`config.mk`:
```
export PLATFORM = sky130hd
export DESIGN_NAME = rx_byte_packer
export DESIGN_NICKNAME = d
export VERILOG_FILES = /design/src/rtl/rx_byte_packer.sv
export SDC_FILE = /design/constraint.sdc
export NUM_CORES = 1
export LEC_CHECK = 0
export CAP_MARGIN = 10
export CORE_AREA = 5 5 254 256
export CTS_CLUSTER_DIAMETER = 200
export DETAILED_ROUTE_END_ITERATION = 10
export DIE_AREA = 0 0 259 261
export PLACE_DENSITY = 0.68
export SLEW_MARGIN = 40
export SYNTH_ARGS = -nofsm -noshare
export SYNTH_HDL_FRONTEND = slang
export SYNTH_SLANG_ARGS = --single-unit
```
`constraint.sdc`:
```
create_clock -name clk -period 20.7 [get_ports clk]
set_input_delay 6.21 -clock clk [delete_from_list [all_inputs] [get_ports clk]]
set_output_delay 6.21 -clock clk [all_outputs]
set_load 0.02 [all_outputs]
```
`src/rtl/rx_byte_packer.sv`:
```
// rx_byte_packer: packs a byte stream (valid/ready/last) into OUT_WIDTH-bit
// words, little-endian by lane, and buffers them in a small first-word-fall-through
// FIFO that feeds the wide RX datapath.
//
// Ports:
//   clk, rst_n        - clock, synchronous active-low reset
//   in_data/in_valid/in_last/in_ready    - byte-wide input handshake
//   out_data/out_keep/out_last/out_valid/out_ready - word-wide output handshake
//   almost_full       - FIFO occupancy >= ALMOST_FULL_NUM
//   word_count        - FIFO occupancy, 0..2^DEPTH_WIDTH
module rx_byte_packer #(
    parameter int unsigned IN_WIDTH        = 8,
    parameter int unsigned OUT_WIDTH       = 128,
    parameter int unsigned DEPTH_WIDTH     = 2,
    parameter int unsigned ALMOST_FULL_NUM = 3
) (
    input  logic                              clk,
    input  logic                              rst_n,
    input  logic [IN_WIDTH-1:0]               in_data,
    input  logic                              in_valid,
    input  logic                              in_last,
    output logic                              in_ready,
    output logic [OUT_WIDTH-1:0]              out_data,
    output logic [OUT_WIDTH/IN_WIDTH-1:0]     out_keep,
    output logic                              out_last,
    output logic                              out_valid,
    input  logic                              out_ready,
    output logic                              almost_full,
    output logic [DEPTH_WIDTH:0]              word_count
);

    localparam int unsigned LANES = OUT_WIDTH / IN_WIDTH;
    localparam int unsigned IDX_W = $clog2(LANES);
    localparam int unsigned DEPTH = 1 << DEPTH_WIDTH;
    localparam int unsigned PTR_W = DEPTH_WIDTH + 1;

    typedef struct packed {
        logic [OUT_WIDTH-1:0] data;
        logic [LANES-1:0]     keep;
        logic                 last;
    } word_t;

    logic [IDX_W-1:0]     idx_q, idx_d;
    logic [OUT_WIDTH-1:0] asm_q, asm_d;
    logic [PTR_W-1:0]     wr_ptr_q, wr_ptr_d;
    logic [PTR_W-1:0]     rd_ptr_q, rd_ptr_d;
    logic [PTR_W-1:0]     count_q, count_d;
    logic                 in_ready_q, in_ready_d;
    logic                 out_valid_q, out_valid_d;
    logic                 almost_full_q, almost_full_d;
    logic                 full_d, empty_d;
    word_t                mem_q [DEPTH];
    word_t                push_word;
    word_t                head;
    logic                 accept, commit, pop;

    // Lane assembly: merge the incoming byte into its lane and decide commit
    always_comb begin
        accept         = in_valid && in_ready_q;
        commit         = accept && (in_last || (idx_q == IDX_W'(LANES - 1)));
        push_word.data = asm_q;
        push_word.keep = '0;
        push_word.last = in_last;
        for (int unsigned i = 0; i < LANES; i++) begin
            if (idx_q == IDX_W'(i)) begin
                push_word.data[i*IN_WIDTH +: IN_WIDTH] = in_data;
            end
            push_word.keep[i] = (IDX_W'(i) <= idx_q);
        end

        asm_d = asm_q;
        idx_d = idx_q;
        if (commit) begin
            asm_d = '0;
            idx_d = '0;
        end else if (accept) begin
            asm_d = push_word.data;
            idx_d = idx_q + IDX_W'(1);
        end
    end

    // FIFO pointer/flag next state; flags are registered so in_ready has no
    // combinational path from out_ready
    always_comb begin
        pop           = out_valid_q && out_ready;
        wr_ptr_d      = wr_ptr_q + PTR_W'(commit);
        rd_ptr_d      = rd_ptr_q + PTR_W'(pop);
        count_d       = wr_ptr_d - rd_ptr_d;
        empty_d       = (wr_ptr_d == rd_ptr_d);
        full_d        = (wr_ptr_d[PTR_W-1] != rd_ptr_d[PTR_W-1]) &&
                        (wr_ptr_d[PTR_W-2:0] == rd_ptr_d[PTR_W-2:0]);
        in_ready_d    = !full_d;
        out_valid_d   = !empty_d;
        almost_full_d = (count_d >= PTR_W'(ALMOST_FULL_NUM));
    end

    // Control state
    always_ff @(posedge clk) begin
        if (!rst_n) begin
            idx_q         <= '0;
            asm_q         <= '0;
            wr_ptr_q      <= '0;
            rd_ptr_q      <= '0;
            count_q       <= '0;
            in_ready_q    <= 1'b1;
            out_valid_q   <= 1'b0;
            almost_full_q <= 1'b0;
        end else begin
            idx_q         <= idx_d;
            asm_q         <= asm_d;
            wr_ptr_q      <= wr_ptr_d;
            rd_ptr_q      <= rd_ptr_d;
            count_q       <= count_d;
            in_ready_q    <= in_ready_d;
            out_valid_q   <= out_valid_d;
            almost_full_q <= almost_full_d;
        end
    end

    // Word storage; cleared on reset so the head reads as zero when empty
    always_ff @(posedge clk) begin
        if (!rst_n) begin
            for (int unsigned i = 0; i < DEPTH; i++) begin
                mem_q[i] <= '0;
            end
        end else if (commit) begin
            mem_q[wr_ptr_q[DEPTH_WIDTH-1:0]] <= push_word;
        end
    end

    assign head        = mem_q[rd_ptr_q[DEPTH_WIDTH-1:0]];
    assign out_data    = head.data;
    assign out_keep    = head.keep;
    assign out_last    = head.last;
    assign out_valid   = out_valid_q;
    assign in_ready    = in_ready_q;
    assign almost_full = almost_full_q;
    assign word_count  = count_q;

endmodule

```
==> results of run 1 <==
==> per-layer routing <==
layer	GRT usage	vias to the layer above	part of all wire
li1	-	8452	-
met1	0.298	9821	0.39
met2	0.398	777	0.51
met3	0.0432	127	0.078
met4	0.0685	2	0.025
met5	0	-	0.000089
==> cells by family (layout without fill, tap and decap cells) <==
family	after synthesis	after routing	synth area share
AOI/OAI and AO/OA	256	256	0.0423
xor gates and xnor gates	6	6	0.00216
adders and majority gates	11	11	0.00449
buffers and inverters	224	345	0.0337
DFF	724	724	0.662
muxes	273	273	0.148
and+or+nand+nor	787	787	0.107
==> sequential cells by signal, indices dropped and copies added, names as in the netlist <==
signal / count
out_valid: 1
word_count: 3
in_ready: 1
almost_full: 1
idx_q: 4
wr_ptr_q: 3
asm_q: 128
rd_ptr_q: 3
mem_q: 580
==> worst reg2reg max path: cells and delay by family, from the launching register on <==
| kind | cells | cell delay [ns] |
|---|---|---|
| buf+inv | 2 | 1.41 |
| compound gates | 1 | 0.40 |
| flops | 1 | 0.71 |
| simple gates | 2 | 0.94 |
| fa+ha+maj | 1 | 0.62 |
==> layout make-up <==
class / instances / area, um^2
Tap cell: 846 / 1060
Timing Repair Buffer: 199 / 1980
Sequential cell: 724 / 20300
Clock buffer: 103 / 2100
Inverter: 12 / 45.0
Clock inverter: 31 / 309
Multi-Input combinational cell: 1333 / 9480
Fill cell: 4899 / 27000
==> worst min-delay path by stage <==
stage,to,slack [ns],from
after floorplan,asm_q[111],0.45,asm_q[111]
after global placement,asm_q[50],0.46,asm_q[50]
after detailed placement,asm_q[23],0.47,asm_q[23]
after CTS,asm_q[23],0.47,asm_q[23]
after global routing,asm_q[19],0.49,asm_q[19]
final,asm_q[16],0.47,asm_q[16]
==> power breakdown <==
part | switching, mW | total [mW] | internal [mW]
sequential | 0.0209 | 1.64 | 1.62
clock | 0.551 | 1.33 | 0.783
combinational | 0.213 | 0.366 | 0.153
total | 0.785 | 3.34 | 2.56
==> placed cells by master (no fill, tap or decap), drive strengths merged, types with 5 or more instances in the layout <==
cell type	count
a21oi	125
bufinv	6
nor2	587
clkdlybuf4s50	155
edfxtp	580
o21ai	123
ha	11
and3	12
buf	43
nand3	133
nand3b	5
clkinv	24
inv	13
clkbuf	104
xnor2	5
mux4	145
mux2i	128
and2	5
dfxtp	144
nand2	17
==> results.cfg, run 1 <==
[outcome]
outcome = completed

[placed_design]
dp_worst_setup_slack_ns = 10.18
placed_cell_area_um2 = 32800
hpwl_um = 43700
portBuffers = 163
gp_congestion = 0.835
place_inst = 3113

[sta]
period_share = 0.464
tightest_slew_ns = 0.933
slew_headroom = 0.377
max_freq_mhz = 104
rsz0062_at_grt = false
whs_ns = 0.473
hold_viol_final = 0
finalSetupTns_ns = 0
period_needed_ns = 9.61
skew_ns = 0.0211
slew_viol_final = 0
setup_viol = 0
timing.final.ws_setup_ns = 11.09

[logic_synthesis]
synth_common_cells = 587 x nor2_1, 580 x edfxtp_1, 145 x mux4_2, 144 x dfxtp_1, 131 x nand3_1
ys_seq_area_frac = 0.662
yosysMostFrequentCell = nor2_1
syn-instance-count = 2281
synthFlopType = edfxtp_1
avgSynthCellArea_um2 = 13.5
synth_top_area_cell = edfxtp_1
ys_types = 41
synth_area_leaders = edfxtp_1 57%, mux4_2 11%, dfxtp_1 9.4%, nor2_1 7.2%, mux2i_1 4.2%
netlist_area_um2 = 30700
synth_top_area_share = 0.568
syn_nets = 2305
ys_ff_latch = 724
async_flop_share = 0
yosysWarnings = 0
synth_edf_count = 580

[global_routing]
grt_antenna_before_repair = 1
overflow = 0
track_usage = 0.230
first_global_vias = 19600
grt_start_max_net_pins = 108
grt_first_pass_wirelength_um = 119000

[run]
drv_cap = 0

[power]
finalPower_mw = 3.34
max-vdd-ir-drop_mv = 0.0708
total_leakage_power_nw = 11.7
power_density_nw_per_um2 = 94.7

[floorplanning]
core_area_um2 = 62300
die_h_um = 261
fp.dieW_um = 259
initial_core_util = 0.493
io_pins = 164
rows = 92
dieArea_um2 = 67600

[detailed_routing]
dr.pass1.iters = 5
vias = 19200
drt_iter0_markers = 1787
drc = 0
wl_per_cell_um = 24.1
drtAntennaViolNets = 0
drt-total-wl_um = 78200
viasPerCell = 5.90

[cts]
path_clk_slew_ns = 0.06
cts_setup_buffers = 0
cts.sinks = 724
clk_latency_ns = 0.62
root_buffer = clkbuf_16
cts.repair.resized = 0
cts_tree = yes
cts_buffer_depth = 3
cts_buffers = 73
cts.htree.levels = 3
postCtsHoldBufs = 0

[setup_path]
cp_max_fo = 53
r2r-start = idx_q[1]
worstPathCellList = buf_12 -> buf_16 -> mux4_2 -> clkdlybuf4s50_1
r2r_cells = 6
crit_path_end_kind = primary output
path_depth = 4
slowest_stage = dfxtp_4
cp_top_family = buffers and inverters
startpoint_type = flip-flop
rrSetupSlack_ns = 16.16
worstPathRequired_ns = 14.49
critPathMaxStageDelay_ns = 0.71
cp-startpoint = rd_ptr_q[0]
crit_arrival_ns = 3.40
r2r_end = mem_q[2][56]
cp-endpoint = out_data[24]
crit_type = reg -> out
worst-path-buf-inv = 3

[hold_path]
min_path_cells = 2
hp-class = reg -> reg

[finish]
synthToLayoutAreaGrowth_pct = 15.0
num-nets-final = 2367
postLayoutCoreUtil = 0.567
final_cell_count_no_fill = 3248
final_layout_size_suffix_gt1_frac = 0.135
n_antenna_cell = 0
final_area_um2 = 35300
Note: power is estimated with default switching activity, not from simulation.
==> inputs of run 2 (changes only) <==
==> constraint.sdc (replaced) <==
create_clock -name clk -period 9.26 [get_ports clk]
set_input_delay 2.778 -clock clk [delete_from_list [all_inputs] [get_ports clk]]
set_output_delay 2.778 -clock clk [all_outputs]
set_load 0.02 [all_outputs]
==> run 2 against run 1 <==
  * Critical path depth unchanged
  * Setup slack got worse by 7.7 ns
  * Power increased by 120%
  * Clock skew increased by 0.0014 ns
  * Final cell count increased by 0.34%
  * Sequential share of layout area decreased by 0.19 points
  * Combinational power increased by 130%
==> results.cfg, run 2 (synthesized netlist as in run 1, its figures left out) <==
[placed_design]
dp_worst_setup_slack_ns = 2.93
portBuffers = 163
hpwl_um = 43800
gp_congestion = 0.835

[cts]
postCtsHoldBufs = 0
clk_latency_ns = 0.60
cts.sinks = 724
cts_tree = yes
cts.repair.resized = 0
root_buffer = clkbuf_16
path_clk_slew_ns = 0.06
cts.htree.levels = 3
cts_buffer_depth = 3
cts_setup_buffers = 0
cts_buffers = 76

[hold_path]
min_path_cells = 2
hp-class = reg -> reg
hp-start = asm_q[4]
worstHoldEndpoint = asm_q[4]

[sta]
tightest_slew_ns = 0.884
slew_headroom = 0.411
period_share = 0.640
timing.final.ws_setup_ns = 3.34
skew_ns = 0.0224
max_freq_mhz = 169
slew_viol_final = 0
hold_viol_final = 0
whs_ns = 0.473
finalSetupTns_ns = 0
period_needed_ns = 5.92
setup_viol = 0
rsz0062_at_grt = false

[detailed_routing]
drc = 0
drtAntennaViolNets = 0
wl_per_cell_um = 24.2
viasPerCell = 5.93
dr.pass1.iters = 6
drt-total-wl_um = 78700
drt_iter0_markers = 1828
vias = 19300

[floorplanning]
die_h_um = 261
core_area_um2 = 62300
io_pins = 164
initial_core_util = 0.493
fp.dieW_um = 259
rows = 92
dieArea_um2 = 67600

[finish]
final_layout_size_suffix_gt1_frac = 0.133
largest_register_ffs = 580
synthToLayoutAreaGrowth_pct = 15.4
regMostFlops = mem_q
n_antenna_cell = 0
num-nets-final = 2376
reg_top3 = mem_q (580), asm_q (128), idx_q (4)
final_common_cell = nor2_1
final_cell_mix = 586 x nor2_1, 580 x edfxtp_1, 155 x clkdlybuf4s50_1

[power]
finalPower_mw = 7.51
power_density_nw_per_um2 = 212
max-vdd-ir-drop_mv = 0.154
total_leakage_power_nw = 11.8

[setup_path]
startpoint_type = flip-flop
r2r_cells = 11
r2r-start = idx_q[0]
crit_type = reg -> out
r2r_end = almost_full
cp_max_fo = 41
rrSetupSlack_ns = 5.47
worstPathRequired_ns = 6.48
crit_path_end_kind = primary output
crit_arrival_ns = 3.14
cp-startpoint = rd_ptr_q[1]

[global_routing]
first_global_vias = 19900
overflow = 0
grt_first_pass_wirelength_um = 120000
track_usage = 0.232
grt_start_max_net_pins = 99
grt_antenna_before_repair = 1

[outcome]
outcome = completed

[run]
drv_cap = 0
==> run 2: cell count changes in the layout (fill, tap and decap cells not counted), moves of 2 or more <==
cell       change
clkinv_2       -9
buf_12         +6
clkbuf_1       +6
clkinv_1       +6
buf_4          +5
buf_6          -4
clkbuf_16      +2
clkbuf_8       +2
dfxtp_2        +2
dfxtp_4        -2
==> run 2: how the worst max path moves through the flow <==
stage	endpoint	slack [ns]	depth (start not counted)
floorplan	mem_q[3][0]	1.40	6
global placement	mem_q[3][70]	2.96	5
detailed placement	almost_full	2.93	11
CTS	out_data[61]	3.11	3
global route	out_data[31]	3.23	4
finish	out_data[30]	3.34	4
==> run 2: power by group <==
group          switching [mW]  internal [mW]
registers              0.0399           3.63
clock network            1.22           1.79
logic                   0.489          0.348
total                    1.75           5.76
==> run 2: worst max-delay path: stages, from the launching register on <==
cell	delay, ns
dfxtp_4	0.79
buf_4	0.45
buf_12	0.28
mux4_2	0.40
clkdlybuf4s50_1	0.57
==> run 2: area by class of cell <==
cell class / instances / area (um^2)
fillers: 4935 / 26900
flip-flops and latches: 724 / 20300
multi-input cells: 1333 / 9470
clock buffers: 114 / 2210
repair buffers: 205 / 2070
well taps: 846 / 1060
clock inverters: 25 / 239
inverters: 12 / 45.0
==> run 2: per-layer routing <==
layer,global-route usage,part of all wire
met5,0,0.000089
met4,0.0623,0.023
met3,0.0412,0.076
met1,0.306,0.39
met2,0.401,0.51
==> run 2: per-stage QoR <==
stage / instance area, um^2 / cells / util
final: 35400 / 3259 / 0.568
after CTS: 35400 / 3257 / 0.568
after detailed placement: 32900 / 3118 / 0.528
after floorplan: 30700 / 2281 / -
after global routing: 35400 / 3259 / 0.568
after global placement: 32800 / 3113 / 0.526
==> RTL edit 1 (flow settings as in run 1) <==
`OUT_WIDTH`: 128 -> 64.
--- a/src/rtl/rx_byte_packer.sv
+++ b/src/rtl/rx_byte_packer.sv
@@ -10,7 +10,7 @@
 //   word_count        - FIFO occupancy, 0..2^DEPTH_WIDTH
 module rx_byte_packer #(
     parameter int unsigned IN_WIDTH        = 8,
-    parameter int unsigned OUT_WIDTH       = 128,
+    parameter int unsigned OUT_WIDTH       = 64,
     parameter int unsigned DEPTH_WIDTH     = 2,
     parameter int unsigned ALMOST_FULL_NUM = 3
 ) (
Interface: changed (resized out_data and out_keep); port bits go from 164 to 92. The function was not compared with the original's and may differ.
==> RTL edit 1 against run 1 <==
  * Fmax rose by 1.9%
  * Area after synthesis fell by 50%
  * Worst setup slack improved by 0.18 ns
  * Worst hold slack improved by 0.016 ns
  * Non-clock buffer count fell by 94
  * Clock skew fell by 0.0068 ns
  * Sequential cell count fell by 353
  * Power fell by 50%
  * Count of clock-buffer cells in the layout fell by 51
  * Synthesized cell count fell by 52%
  * Critical path type unchanged
  * Routed wire length fell by 52%
  * Cell count fell by 38%
  * Design area fell by 48%
==> RTL edit 1: results (changes against run 1) <==
| Metric | Value |
|---|---|
| Outcome | `finished, final reports clean` |
| Clock Latency Late Sink | `0.53 ns (-0.09 ns)` |
| Area contributors post-synth | `edfxtp_1 (57%), mux4_2 (11%), dfxtp_1 (10%)` |
| Final Net Count | `1170 (-51%)` |
| RD Place Congestion | `0.690 (-17%)` |
| First-pass GRT wire length | `57.1 mm (-52%)` |
| CP Max Fanout | `43 (-19%)` |
| Initial antenna violation count | `0 (-1)` |
| Slowest cell delay on critical path | `0.79 ns (+0.08 ns)` |
| Static Leakage | `6.08 nW (-48%)` |
| Setup Skew | `0.0143 ns (-0.00676 ns)` |
| CTS Buf Count | `35 (-52%)` |
| IO buf count | `91 (-44%)` |
| Netlist cell types | `34 (-17%)` |
| Largest net degree at the start of global routing | `84 (-22%)` |
| Routed vias | `9022 (-53%)` |
| Max Root-Sink Buffers | `3 (unchanged)` |
| Placement Cell Area | `0.0172 mm2 (-48%)` |
| Max IR drop VDD | `0.0493 mV (-30%)` |
| Post-synth EDFFs | `292 (-50%)` |
| Register area share after synthesis | `67.3% (+1.2 points)` |
| DRT iter0 DRCs | `742 (-58%)` |
| Regs by FF count | `mem_q (292), asm_q (64)` |
| GRT Total Usage | `10.9% (-12 points)` |
| Post-DP HPWL | `21.8 mm (-50%)` |
| Vias in the first global route | `9363 (-52%)` |
| Most frequent cells after synthesis | `nor2_1 (365), edfxtp_1 (292), dfxtp_1 (79), mux4_2 (73)` |
| Final WL | `37.7 mm (-52%)` |
| Crit path DAT | `3.22 ns (-0.18 ns)` |
| Syn_nets | `1116 (-52%)` |
| Share of cells above drive strength 1 | `13.1% (-0.43 points)` |
RTL edit 1: cell types whose count changed in the layout (fill, tap and decap cells not counted), sizes merged, moves of 27 or more:
| cell | run 1 | this run |
|---|---|---|
| a211oi | 0 | 64 |
| a21oi | 125 | 2 |
| buf | 43 | 16 |
| clkbuf | 104 | 52 |
| clkdlybuf4s50 | 155 | 89 |
| dfxtp | 144 | 79 |
| edfxtp | 580 | 292 |
| mux2i | 128 | 64 |
| mux4 | 145 | 73 |
| nand3 | 133 | 0 |
| nor2 | 587 | 365 |
| o21ai | 123 | 3 |
RTL edit 1: logic make-up after synthesis:
| logic type | Yosys count | share of synthesized area, % |
|---|---|---|
| adder cells (fa/ha/maj) | 11 | 0.895 |
| AO/OA/AOI/OAI | 74 | 3.52 |
| flip-flops | 371 | 67.3 |
| buffers and inverters | 98 | 2.95 |
| multiplexers | 137 | 14.9 |
| XOR/XNOR | 6 | 0.431 |
| AND/OR/NAND/NOR | 395 | 10.0 |
RTL edit 1: final timing paths:
check	end	start	cells past startpoint	slack (ns)
max	out_data[60]	rd_ptr_q[0]	3	11.27
min	asm_q[52]	asm_q[52]	2	0.49
max reg2reg	mem_q[0][23]	idx_q[1]	8	16.28
min reg2reg	asm_q[52]	asm_q[52]	2	0.49
RTL edit 1: area by class of cell:
| type | instances | area (um2) |
|---|---|---|
| tap | 846 | 1060 |
| sequential | 371 | 10400 |
| inverter | 10 | 37.5 |
| clock buffer | 52 | 1010 |
| timing repair buffer | 105 | 1060 |
| fill | 6234 | 44000 |
| multi-input combinational | 623 | 4650 |
| clock inverter | 11 | 80.1 |
RTL edit 1: per-layer routing:
layer / wire length (um) / vias up / part of all wire (%) / track usage, %
li1: - / 4109 / - / -
met1: 15800 / 4563 / 42 / 14.6
met2: 18600 / 302 / 49 / 18.3
met3: 2660 / 48 / 7.1 / 2.45
met4: 622 / 0 / 1.6 / 2.52
met5: 0 / - / 0 / 0
RTL edit 1: through the flow:
| step | worst slack (ns) | power [mW] | std cells |
|---|---|---|---|
| floorplan | 8.58 | 0.995 | 1092 |
| detailed placement | 10.58 | 1.09 | 1955 |
| global route | 11.03 | 1.75 | 2018 |
| finish | 11.27 | 1.68 | 2018 |
| CTS | 11.12 | 1.71 | 2018 |
| global placement | 10.28 | 1.08 | 1953 |
RTL edit 1: worst register-to-register path, stage by stage, from the launching register on:
cell and delay (ns):
dfxtp_1 0.59, ha_1 0.24, ha_1 0.66, o211ai_1 0.48
or4_2 0.67, buf_6 0.32, nand2_4 0.39, buf_4 0.44
buf_12 0.30
RTL edit 1: report_power, final:
group          internal [mW]  switching, mW  leakage (nW)  total (mW)
clock                  0.352          0.268         0.536       0.620
sequential             0.837         0.0173          3.68       0.855
combinational         0.0883          0.122          1.87       0.210
total                   1.28          0.407          6.08        1.68
==> RTL edit 2 (flow settings as in run 1) <==
Without the edit above. Register the output `word_count` once more, with the module's reset; this adds one clock of latency there. The other outputs are not delayed to match.
--- a/src/rtl/rx_byte_packer.sv
+++ b/src/rtl/rx_byte_packer.sv
@@ -135,7 +135,13 @@
     assign out_valid   = out_valid_q;
     assign in_ready    = in_ready_q;
     assign almost_full = almost_full_q;
-    assign word_count  = count_q;
+    always_ff @(posedge clk) begin
+        if (!rst_n) begin
+            word_count <= '0;
+        end else begin
+            word_count <= count_q;
+        end
+    end
 
 endmodule
 
Check against the original RTL: not equivalent (Yosys sat finds a counterexample within 4 cycles, from zero or initial values and one cycle with rst_n low).
==> RTL edit 2 against run 1 <==
  * Via count up 0.11%
  * Power up 1.5%
  * Worst setup slack worse by 0.56 ns
  * Design area up 0.72%
  * Routed wire length up 1.0%
  * Sequential cell count up 3
  * First-iteration DRC count down 9.7%
  * Critical path depth unchanged
  * Area after synthesis up 0.27%
  * Synthesized cell count up 0.26%
==> RTL edit 2: results (changes against run 1) <==
| Metric | Value |
|---|---|
| Outcome | `finished, final reports clean` |
| CP Max Fanout | `48 (-9.4%)` |
| Inst Count DP | `3120 (+0.22%)` |
| Worst R2R Start | `idx_q[1]` |
| Routed vias | `19200 (+0.11%)` |
| Seq pwr share | `48.7% (-0.5 points)` |
| Crit path DAT | `3.97 ns (+0.57 ns)` |
| Hold Startpoint | `count_q[0]` |
| Setup Skew | `0.0341 ns (+0.0131 ns)` |
| Synth Area in Compound Gates | `4.20% (-0.036 points)` |
| Hold_ws | `0.436 ns (-0.0378 ns)` |
| Most frequent cells after synthesis | `nor2_1 (586), edfxtp_1 (580), dfxtp_1 (147), mux4_2 (145), nand3_1 (130)` |
| Post-Synth Adder-Cell Area | `0.447% (-0.0012 points)` |
| CP startpoint | `rd_ptr_q[0]` |
| Largest net degree at the start of global routing | `88 (-19%)` |
| Area contributors post-synth | `edfxtp_1 (57%), mux4_2 (11%), dfxtp_1 (9.6%)` |
| Mean Syn Cell Area | `13.5 um2 (about the same)` |
| Placement Cell Area | `0.0329 mm2 (+0.27%)` |
| XOR/XNOR share of the synthesized area | `0.216% (-0.00059 points)` |
| First-pass GRT wire length | `120 mm (+0.82%)` |
| Dpl ws | `10.17 ns (-0.00890 ns)` |
| Hold Path Sink | `word_count[0]` |
| Reg2Reg Setup Slack | `16.07 ns (-0.09 ns)` |
| Register area share after synthesis | `66.2% (about the same)` |
| Final Net Count | `2378 (+0.46%)` |
| Initial antenna violation count | `2 (+1)` |
| Post-synthesis mux area share | `14.8% (-0.028 points)` |
| Post-DP HPWL | `43.6 mm (-0.20%)` |
| FF-to-FF End | `mem_q[2][65]` |
| Comb. pwr | `365 uW (about the same)` |
| DRT iter0 DRCs | `1614 (-9.7%)` |
| Worst-margin pin slew | `0.901 ns (-0.0320 ns)` |
| Final WL | `79.0 mm (+1.0%)` |
| DR WL/cell | `24.2 um (+0.58%)` |
| CTS root buf | `clkbuf_16` |
| Vias in the first global route | `19700 (+0.58%)` |
| RD Place Congestion | `0.786 (-5.8%)` |
| CTS Buf Count | `74 (+1.4%)` |
| Static Leakage | `11.8 nW (+0.81%)` |
| Max IR drop VDD | `0.0645 mV (-9.0%)` |
| Netlist cell types | `43 (+4.9%)` |
| Syn_nets | `2311 (+0.26%)` |
| Layout fillers | `4976 (+1.6%)` |
| Hold Path Cell Cnt | `1 (-1)` |
| Share of cells above drive strength 1 | `13.7% (+0.22 points)` |
[RTL edit 2: worst max-delay path, stage by stage (launching register included)]
cell	delay, ns
dfxtp_4	0.72
buf_4	0.63
buf_6	0.63
mux4_2	0.63
clkdlybuf4s50_1	0.57
[RTL edit 2: per-layer routing]
| metal | track usage, % | part of all wire (%) | vias to the layer above |
|---|---|---|---|
| met3 | 4.31 | 7.7 | 114 |
| met5 | 0 | 0.011 | - |
| li1 | - | - | 8491 |
| met1 | 30.3 | 39 | 9805 |
| met2 | 39.8 | 51 | 788 |
| met4 | 7.13 | 2.3 | 2 |
[RTL edit 2: cell type report]
cell class	count	area (um2)	share of cell area, %
clock inverters	35	433	1.22
diodes	1	2.50	0.00704
repair buffers	202	2040	5.74
clock buffers	102	2070	5.82
flip-flops and latches	727	20400	57.3
well taps	846	1060	2.98
inverters	13	48.8	0.137
multi-input cells	1336	9510	26.8
